File: src/rtl/mem_ctrl_pkg.sv
// mem_ctrl_pkg: FSM states, line geometry, access-size codes and IO-region predicate for mem_ctrl
package mem_ctrl_pkg;
  typedef enum logic [1:0] {IDLE, IF_READ, LS_READ, LS_WRITE} state_t;
  localparam int LINE_BYTES = 64;
  localparam int LINE_LOG2 = $clog2(LINE_BYTES);
  localparam logic [1:0] LEN_B = 2'd0;
  localparam logic [1:0] LEN_H = 2'd1;
  localparam logic [1:0] LEN_W = 2'd2;
  function automatic logic is_io(input logic [31:0] addr);
    return (addr & 32'h0003_0000) == 32'h0003_0000;
  endfunction
endpackage

File: src/rtl/mem_ctrl.sv
// mem_ctrl: byte-serial RAM controller (mem_*) serving icache line refills (if_*) and 1/2/4-byte LSB loads/stores (lsb_*)
module mem_ctrl
  import mem_ctrl_pkg::*;
(
  input  logic                    clk,
  input  logic                    rst,
  input  logic                    rdy,
  input  logic [7:0]              mem_din,
  output logic [7:0]              mem_dout,
  output logic [31:0]             mem_a,
  output logic                    mem_wr,
  input  logic                    io_buffer_full,
  input  logic [31:0]             if_addr,
  input  logic                    if_req,
  output logic [8*LINE_BYTES-1:0] if_row,
  output logic                    if_done,
  input  logic                    lsb_req,
  input  logic                    lsb_wr,
  input  logic [31:0]             lsb_addr,
  input  logic [1:0]              lsb_len,
  input  logic [31:0]             lsb_wdata,
  output logic [31:0]             lsb_rdata,
  output logic                    lsb_done
);
  state_t state, state_n;
  logic [LINE_LOG2-1:0] cnt, cnt_n, nb;
  logic [31:0] mem_a_n, lsb_rdata_n;
  logic [7:0] mem_dout_n;
  logic [8*LINE_BYTES-1:0] if_row_n;
  logic mem_wr_n, if_done_n, lsb_done_n, wr_ok;
  assign nb = lsb_len == LEN_B ? LINE_LOG2'(1) : lsb_len == LEN_H ? LINE_LOG2'(2) : lsb_len == LEN_W ? LINE_LOG2'(4) : LINE_LOG2'(1);
  assign wr_ok = !(is_io(lsb_addr) && io_buffer_full);
  always_comb begin
    state_n = state;
    cnt_n = cnt;
    mem_a_n = mem_a;
    mem_dout_n = mem_dout;
    mem_wr_n = 1'b0;
    if_row_n = if_row;
    if_done_n = 1'b0;
    lsb_rdata_n = lsb_rdata;
    lsb_done_n = 1'b0;
    case (state)
      IDLE: if (!if_done && !lsb_done) begin
        if (lsb_req && lsb_wr) begin
          state_n = LS_WRITE;
          cnt_n = wr_ok ? LINE_LOG2'(1) : '0;
          mem_a_n = wr_ok ? lsb_addr : mem_a;
          mem_dout_n = wr_ok ? lsb_wdata[7:0] : mem_dout;
          mem_wr_n = wr_ok;
        end else if (lsb_req) begin
          state_n = LS_READ;
          cnt_n = '0;
          mem_a_n = lsb_addr;
          lsb_rdata_n = '0;
        end else if (if_req) begin
          state_n = IF_READ;
          cnt_n = '0;
          mem_a_n = if_addr & ~32'(LINE_BYTES - 1);
        end
      end
      IF_READ: begin
        if_row_n = {mem_din, if_row[8*LINE_BYTES-1:8]};
        if (cnt == LINE_LOG2'(LINE_BYTES - 1)) begin
          state_n = IDLE;
          if_done_n = 1'b1;
        end else begin
          mem_a_n = mem_a + 32'd1;
          cnt_n = cnt + 1'b1;
        end
      end
      LS_READ: begin
        lsb_rdata_n[8*cnt[1:0] +: 8] = mem_din;
        if (cnt == nb - 1'b1) begin
          state_n = IDLE;
          lsb_done_n = 1'b1;
        end else begin
          mem_a_n = mem_a + 32'd1;
          cnt_n = cnt + 1'b1;
        end
      end
      LS_WRITE: begin
        if (cnt == nb) begin
          state_n = IDLE;
          lsb_done_n = 1'b1;
        end else if (wr_ok) begin
          mem_a_n = lsb_addr + 32'(cnt);
          mem_dout_n = lsb_wdata[8*cnt[1:0] +: 8];
          mem_wr_n = 1'b1;
          cnt_n = cnt + 1'b1;
        end
      end
    endcase
  end
  always_ff @(posedge clk) begin
    if (rst) begin
      state <= IDLE;
      cnt <= '0;
      mem_a <= '0;
      mem_dout <= '0;
      mem_wr <= 1'b0;
      if_row <= '0;
      if_done <= 1'b0;
      lsb_rdata <= '0;
      lsb_done <= 1'b0;
    end else if (rdy) begin
      state <= state_n;
      cnt <= cnt_n;
      mem_a <= mem_a_n;
      mem_dout <= mem_dout_n;
      mem_wr <= mem_wr_n;
      if_row <= if_row_n;
      if_done <= if_done_n;
      lsb_rdata <= lsb_rdata_n;
      lsb_done <= lsb_done_n;
    end
  end
endmodule

File: config.mk
export PLATFORM = sky130hd
export DESIGN_NAME = mem_ctrl
export DESIGN_NICKNAME = d
export VERILOG_FILES = /design/src/rtl/mem_ctrl_pkg.sv /design/src/rtl/mem_ctrl.sv
export SDC_FILE = /design/constraint.sdc
export NUM_CORES = 1
export LEC_CHECK = 0
export CORE_AREA = 3 3 274 276
export CTS_BUF_LIST = sky130_fd_sc_hd__clkbuf_8 sky130_fd_sc_hd__clkbuf_16
export CTS_CLUSTER_SIZE = 25
export DETAILED_ROUTE_END_ITERATION = 6
export DIE_AREA = 0 0 277 279
export PLACE_DENSITY = 0.56
export SLEW_MARGIN = 20
export SYNTH_ARGS = -nofsm -noshare
export SYNTH_HDL_FRONTEND = slang
export SYNTH_SLANG_ARGS = --single-unit
File: constraint.sdc
create_clock -name clk -period 3.4 [get_ports clk]
set_clock_uncertainty 0.15 [all_clocks]
set_input_delay 1.02 -clock clk [delete_from_list [all_inputs] [get_ports clk]]
set_output_delay 1.02 -clock clk [all_outputs]
set_load 0.005 [all_outputs]
==> flow_summary.toml, run 1 <==
[placement]
dp_worst_setup_slack_ps = -396
io_buffers = 693
placed_area_sq_um = 32200
post-dp-hpwl_mm = 65.9
place.gp.congestion = 0.861

[synthesis]
ys_ff_latch = 595
synth_top_area_cell = "dfxtp_1"
synthArstFlopShare_pct = 0
yosys.cell_types.count = 69
synth_top_area_share_pct = 50.6
ys_top_cells_by_area = "dfxtp_1, nand2_1, a21oi_1, clkbuf_1, mux2i_1"
netlist_instances = 3008
yosysMostFrequentCell = "nand2_1"
synth_commonest_cells = "nand2_1, dfxtp_1, a21oi_1"
ys_warn_count = 0
synth-edff-count = 0
ys_seq_area_share_pct = 50.6
synth_flop_cell = "dfxtp_1"
syn-num-nets = 3140
synth_area_sq_um = 23600
syn_avg_cell_area_sq_um = 7.83

[power]
p_sw_w = 0.00401
p_per_area_nw_per_um2 = 459
p_int_w = 0.0118
power_frac_comb_pct = 9.4
seqPwrFrac_pct = 45.1
power.total_w = 0.0158
swShare_pct = 25.4
leakagePower_nw = 11.4
peakVddDrop_mv = 0.344
clkPwrFrac_pct = 45.5

[drt]
routed-via-count = 22843
firstDrtPassIters = 5
drt_iter0_markers = 1632
avgRoutedWirePerCell_um = 19.2
via_per_inst = 4.87
drc = 0
ant_nets = 0
drt_wl_total_mm = 90.3

[floorplanning]
die-area_sq_um = 77300
die_h_um = 279
io_pins = 700
rows = 99
core-area_sq_um = 72800
die_w_um = 277
start_util_pct = 32.3

[setup_path]
crit_chain = "clkdlybuf4s50_1 > ha_1 > inv_1 > fa_1 > nor2b_1 > o31ai_2 > buf_4 > a2111oi_0 > xor2_1 > nand2_1 > a311oi_1"
arrival_ps = 3530
start_kind = "primary input"
cp-end-kind = "flip-flop"
slowest_stage = "clkdlybuf4s50_1"
required_ps = 3740
slowest_delay_ps = 490
path_class = "in -> reg"
critPathMaxFanout = 3

[final_layout]
syn_to_final_growth_pct = 46.1
final_cell_area_sq_um = 34400
fill_cells = 7372
final_layout_size_suffix_gt1_share_pct = 7.39
nets = 3818

[timing]
setup_slack_ps = 210
setup-violations-final = 0
slew_viol_final = 0
hold_viol = 0
tightest_slew_ps = 692
fin_crit_sh_pct = 93.8
finalCriticalPeriod_ps = 3190
rsz0062_at_grt = "no"
slew_headroom_pct = 53.6
tns_ps = 0
timing.fmax_ghz = 0.314

[grt]
antenna_found_initial = 1
grt_max_degree = 92
grt_usage_pct = 22.1
overflow = 0
grt_pass1_wl_mm = 135
first_global_vias = 21449

[clocking]
htreeDepth = 3
clock_latency_ps = 600
cts-root-buf = "clkbuf_16"
cts.sinks = 595
cts_made_buffers = 68
clkTransAtPathRegs_ps = 60
cts_max_path_buffers = 3
cts_tree = "built"

[worst_hold_path]
hold_class = "reg -> reg"

[job]
cap_violations = 0

[outcome]
status = "complete, no violations"
[layer usage]
layer  global-route usage (%)  up-vias  share of wire (%)
met5                        0        -             0.0078
met3                     5.71      140                6.4
met4                     8.30        2                3.5
li1                         -    11402                  -
met1                     27.9    10689                 43
met2                     36.3      610                 47
[state kept, by name, summed over array words and instances (netlist names)]
name and count:
mem_dout 8, if_done 1, lsb_done 1, mem_wr 1, if_row 512, mem_a 32
state 2, lsb_rdata 32, cnt 6
[worst max-delay path: cells and delay by family]
| family | cells | cell delay (ps) |
|---|---|---|
| adders and majority gates | 2 | 550 |
| AOI/OAI and AO/OA | 3 | 840 |
| xor gates and xnor gates | 1 | 190 |
| and+or+nand+nor | 2 | 260 |
| buffers and inverters | 3 | 700 |
[layout by cell type (no fill, tap or decap), types with 9 or more instances in the layout]
cell,Yosys,routed
a211oi_1,26,26
a21oi_1,568,568
a221oi_1,15,15
buf_12,0,31
buf_4,2,103
clkbuf_16,0,68
clkbuf_8,0,15
clkdlybuf4s50_1,0,691
clkinv_2,0,9
dfxtp_1,595,595
ha_1,18,18
inv_1,28,45
mux2_2,9,9
mux2i_1,29,29
nand2_1,1105,1104
nand2b_1,11,11
nand3_1,49,49
nand3b_1,9,9
nand4_1,15,15
nor2_1,72,72
nor2b_1,13,13
nor3_1,15,15
nor4_1,12,12
o21ai_0,21,21
o22ai_1,13,13
xnor2_1,24,24
xor2_1,31,31
[path summary, 6_finish.rpt]
path / startpoint / endpoint / slack, ps / depth (start not counted)
setup / recovery: lsb_addr[0] / mem_a[24] / 210 / 11
setup reg to reg: state[0] / mem_a[6] / 660 / 9
hold / removal: if_row[491] / if_row[483] / 300 / 2
hold reg to reg: if_row[491] / if_row[483] / 300 / 2
[metrics by stage]
stage                     hold WS [ps]  std cells  util (%)
final                              299       4695      47.3
after global routing               322       4694      47.2
after CTS                          301       4694      47.2
after detailed placement           298       4575      44.2
after global placement             288       4575      44.2
after floorplan                    298       3008         -
[power by group through the flow]
stage / registers, W / clock network, W / logic (W)
6_report: 0.00712 / 0.00718 / 0.00149
5_1_grt: 0.00713 / 0.00764 / 0.00161
4_1_cts: 0.00712 / 0.00738 / 0.00149
3_5_place_dp: 0.00727 / 0 / 0.00149
3_3_place_gp: 0.00727 / 0 / 0.00149
2_1_floorplan: 0.00726 / 0 / 0.000771
[cell families (layout without fill, tap and decap cells)]
kind of cell	Yosys count	after routing	share of synthesized area (%)
AO/OA/AOI/OAI	718	718	17.4
XOR/XNOR	55	55	2.05
adder cells (fa/ha/maj)	19	19	1.04
buffers and inverters	248	975	4.24
flip-flops	595	595	50.6
multiplexers	38	38	1.66
other	0	1	0
AND/OR/NAND/NOR	1335	1335	23.0
[what timing repair did]
action | in CTS | in global routing
resized for setup | 0 | 1
buffers inserted | 0 | 0
hold buffers | 0 | 0
endpoints found under the setup margin | 0 | 1
[final cells by class]
| type | count | area (sq um) | area share (%) |
|---|---|---|---|
| diodes | 1 | 2.50 | 0.00727 |
| multi-input cells | 2165 | 10700 | 31.0 |
| repair buffers | 827 | 8330 | 24.2 |
| inverters | 29 | 109 | 0.316 |
| clock buffers | 83 | 1910 | 5.54 |
| well taps | 959 | 1200 | 3.49 |
| clock inverters | 36 | 300 | 0.873 |
| flip-flops and latches | 595 | 11900 | 34.6 |
(Power assumes the default switching activity.)
==> inputs of run 2 (changes only) <==
- CORE_AREA: 3 3 274 276 -> 3 3 272 274
- DIE_AREA: 0 0 277 279 -> 0 0 275 277
- PLACE_DENSITY: 0.56 -> 0.57
==> run 2 against run 1 <==
Critical path type unchanged; wire length down 1.0%; largest cell class unchanged; global-route usage up 0.22 points; combinational power about the same; clock-buffer cell count up 6.
==> flow_summary.toml, run 2 (synthesis gave the netlist of run 1 again) <==
[outcome]
status = "complete, no violations"

[setup_path]
critPathMaxFanout = 4
rr_worst_depth = 9
r2r_start = "cnt[1]"
required_ps = 3740
cp-end-kind = "flip-flop"
rr_endpoint = "mem_a[26]"
path_class = "in -> reg"
start_kind = "primary input"
arrival_ps = 3530
regToRegSetupSlack_ps = 580

[power]
p_int_w = 0.0120
p_per_area_nw_per_um2 = 467
clkPwrFrac_pct = 46.6
power.total_w = 0.0161
p_sw_w = 0.00414
swShare_pct = 25.6
power_frac_comb_pct = 9.2
leakagePower_nw = 11.5
seqPwrFrac_pct = 44.2
peakVddDrop_mv = 0.313

[timing]
rsz0062_at_grt = "no"
finalCriticalPeriod_ps = 3190
slew_headroom_pct = 53.8
fin_crit_sh_pct = 93.9
setup_slack_ps = 208
timing.fmax_ghz = 0.313
tightest_slew_ps = 688
hold_viol = 0
slew_viol_final = 0
holdWs_ps = 303
setup-violations-final = 0

[worst_hold_path]
min_from = "if_row[1]"
hold_class = "reg -> reg"
whs_path_depth = 2
worstHoldEndpoint = "if_row[1]"

[clocking]
cts_tree = "built"
cts_hold_buf = 0
cts.sinks = 595
postCtsResizedCells = 0
cts_made_buffers = 69
cts_max_path_buffers = 3
cts-root-buf = "clkbuf_16"
htreeDepth = 3
clkTransAtPathRegs_ps = 60
clock_latency_ps = 610
cts_setup_buffers = 0

[final_layout]
layout_commonest_cell = "nand2_1"
final_cell_area_sq_um = 34600
largest_reg_flops = 512
num_antenna_cells = 0
syn_to_final_growth_pct = 46.7
largest_register = "if_row"
layout_common_cells = "nand2_1, clkdlybuf4s50_1, dfxtp_1"
final_layout_size_suffix_gt1_share_pct = 7.75
stdcell_count = 4692
reg_top3 = "if_row: 512 flops, lsb_rdata: 32 flops, mem_a: 32 flops"
nets = 3820

[floorplanning]
die_w_um = 275
rows = 98
die-area_sq_um = 76200
core-area_sq_um = 71600
start_util_pct = 32.9
die_h_um = 277
io_pins = 700

[grt]
first_global_vias = 21598
antenna_found_initial = 0
grt_usage_pct = 22.3
grt_pass1_wl_mm = 134
overflow = 0
grt_max_degree = 122

[placement]
io_buffers = 693
dp_worst_setup_slack_ps = -413
placed_area_sq_um = 32200
post-dp-hpwl_mm = 64.3
dp_cells = 4567
place.gp.congestion = 0.873

[drt]
routed-via-count = 23026
avgRoutedWirePerCell_um = 19.1
via_per_inst = 4.91
drt_iter0_markers = 1534
firstDrtPassIters = 5
drt_wl_total_mm = 89.4
drc = 0
ant_nets = 0

[job]
cap_violations = 0
run 2: worst max-delay path: stages:
cell and delay, ps:
clkdlybuf4s50_1 480, ha_1 170, inv_1 50, fa_1 370
nor2b_1 180, o31ai_2 70, buf_4 150, a2111oi_1 440
xor2_1 130, a221oi_1 350, a211oi_1 120
run 2: power groups by stage:
stage / registers (W) / logic (W) / clock network [W]
finish: 0.00713 / 0.00149 / 0.00751
global route: 0.00714 / 0.00160 / 0.00800
global placement: 0.00728 / 0.00149 / 0
detailed placement: 0.00728 / 0.00149 / 0
CTS: 0.00713 / 0.00149 / 0.00773
floorplan: 0.00726 / 0.000771 / 0
run 2: metal layers:
metal / global-route usage [%] / wire, um / up-vias
li1: - / - / 11409
met1: 27.8 / 37200 / 10728
met2: 36.3 / 41800 / 732
met3: 6.40 / 6960 / 157
met4: 8.54 / 3400 / 0
met5: 0 / 0 / -
run 2: cell type report:
| class | count | area, sq um |
|---|---|---|
| clock buffers | 89 | 2000 |
| clock inverters | 36 | 340 |
| fillers | 7064 | 37100 |
| inverters | 29 | 109 |
| multi-input cells | 2165 | 10700 |
| flip-flops and latches | 595 | 11900 |
| well taps | 950 | 1190 |
| repair buffers | 828 | 8350 |
run 2: worst max-delay path by stage:
stage | from | to | slack, ps | depth (start not counted)
3_5_place_dp | lsb_addr[1] | mem_a[27] | -410 | 10
3_3_place_gp | lsb_addr[0] | mem_a[26] | -410 | 11
5_1_grt | lsb_addr[0] | mem_a[24] | 50 | 11
6_report | lsb_addr[0] | mem_a[26] | 210 | 11
2_1_floorplan | lsb_addr[0] | mem_a[26] | 300 | 9
4_1_cts | lsb_addr[1] | mem_a[27] | 250 | 10
run 2: stage by stage:
stage | utilization [%] | TNS [ps]
finish | 48.3 | 0
global route | 48.3 | 0
CTS | 48.3 | 0
detailed placement | 45.0 | -8290
global placement | 45.0 | -8190
floorplan | - | 0
==> inputs of run 3 (changes only) <==
- CELL_PAD_IN_SITES_DETAIL_PLACEMENT: not set -> 0
- CELL_PAD_IN_SITES_GLOBAL_PLACEMENT: not set -> 1
- CORE_AREA: 3 3 272 274 -> not set
- CORE_MARGIN: not set -> 3
- CORE_UTILIZATION: not set -> 34
- DIE_AREA: 0 0 275 277 -> not set
- PLACE_DENSITY: 0.57 -> 0.78
==> run 3 against run 2 <==
Final area down 0.56%; non-clock buffer count down 3; global-route usage up 1.1 points; clock-buffer cell count down 3; wire length down 0.61%; hold slack worse by 1.1 ps; register-to-register slack worse by 170 ps; sequential power about the same; largest power group unchanged; combinational power about the same; die area down 4.9%.
==> flow_summary.toml, run 3 (synthesis gave the netlist of run 1 again) <==
[timing]
timing.fmax_ghz = 0.304
fin_crit_sh_pct = 96.7
slew_headroom_pct = 55.8
tns_ps = 0
hold_viol = 0
tightest_slew_ps = 658
setup-violations-final = 0
finalCriticalPeriod_ps = 3290
rsz0062_at_grt = "no"
slew_viol_final = 0

[drt]
avgRoutedWirePerCell_um = 19.1
routed-via-count = 22991
drc = 0
firstDrtPassIters = 7
via_per_inst = 4.94
drt_wl_total_mm = 88.8
ant_nets = 0
drt_iter0_markers = 1693

[setup_path]
start_kind = "primary input"
arrival_ps = 3640
path_class = "in -> reg"
critPathMaxFanout = 5
required_ps = 3750
cp-end-kind = "flip-flop"

[floorplanning]
start_util_pct = 34.7
die_w_um = 269
core-area_sq_um = 67900
io_pins = 700
die-area_sq_um = 72500
die_h_um = 269
rows = 95

[power]
peakVddDrop_mv = 0.351
p_per_area_nw_per_um2 = 464
power.total_w = 0.0159
leakagePower_nw = 11.4

[final_layout]
largest_reg_flops = 512
fill_cells = 6638
final_cell_area_sq_um = 34400
reg_top3 = "if_row: 512 flops, lsb_rdata: 32 flops, mem_a: 32 flops"
syn_to_final_growth_pct = 45.9
largest_register = "if_row"
num_antenna_cells = 0
layout_commonest_cell = "nand2_1"
final_layout_size_suffix_gt1_share_pct = 7.40
nets = 3816
stdcell_count = 4652
layout_common_cells = "nand2_1, clkdlybuf4s50_1, dfxtp_1"

[clocking]
cts-root-buf = "clkbuf_16"
postCtsResizedCells = 0
cts_setup_buffers = 0
cts_max_path_buffers = 3
htreeDepth = 3
cts_made_buffers = 68
clkTransAtPathRegs_ps = 60
cts.sinks = 595
cts_tree = "built"
cts_hold_buf = 0
clock_latency_ps = 590

[placement]
post-dp-hpwl_mm = 64.1
io_buffers = 693
place.gp.congestion = 0.869
dp_cells = 4535
placed_area_sq_um = 32100

[worst_hold_path]
hold_class = "reg -> reg"

[grt]
grt_max_degree = 88
antenna_found_initial = 1
overflow = 0
grt_usage_pct = 23.4
first_global_vias = 21732
grt_pass1_wl_mm = 135

[outcome]
status = "complete, no violations"

[job]
cap_violations = 0
-- run 3: changes by cell type in the layout (fill, tap and decap cells not counted), sizes merged --
cell,delta
clkinv,-8
clkinvlp,+1
clkbuf,-3
bufinv,+2
buf,-3
-- run 3: worst paths after layout --
kind | startpoint | end | slack [ps] | depth (start not counted)
setup / recovery | lsb_addr[0] | mem_a[24] | 110 | 11
hold / removal | lsb_rdata[8] | lsb_rdata[8] | 300 | 2
setup reg to reg | cnt[2] | mem_a[20] | 410 | 8
hold reg to reg | lsb_rdata[8] | lsb_rdata[8] | 300 | 2
-- run 3: metrics by stage --
stage / worst slack (ps) / utilization [%] / hold WS (ps)
after floorplan: 299 / - / 298
after global placement: -448 / 47.3 / 288
after detailed placement: -465 / 47.3 / 295
after CTS: 175 / 50.6 / 303
after global routing: 20.2 / 50.6 / 321
final: 113 / 50.6 / 302
-- run 3: layer usage --
layer	up-vias	track usage [%]	part of all wire, %
li1	11378	-	-
met1	10798	28.9	42
met2	692	39.4	48
met3	121	7.17	7.7
met4	2	6.44	2.7
met5	-	0	0.014
-- run 3: cell type report --
class | instances | area [sq um] | share of cell area [%]
inverter | 29 | 109 | 0.317
sequential | 595 | 11900 | 34.7
clock buffer | 86 | 1970 | 5.74
multi-input combinational | 2165 | 10700 | 31.0
timing repair buffer | 825 | 8280 | 24.1
tap | 921 | 1150 | 3.35
clock inverter | 31 | 288 | 0.837
-- run 3: worst max-delay path, cell delays in order --
cell and delay (ps):
clkdlybuf4s50_1 480, ha_1 170, inv_1 50, fa_1 380, nor2b_1 190, o31ai_2 170, a2111oi_0 500, buf_4 200
xor2_1 140, nand2_1 60, a311oi_1 280
-- run 3: power by group --
part | leakage (nW) | internal [W] | switching (W)
Sequential | 4.80 | 0.00703 | 0.0000917
Clock | 1.16 | 0.00440 | 0.00297
Combinational | 5.47 | 0.000579 | 0.000882
Total | 11.4 | 0.0120 | 0.00394
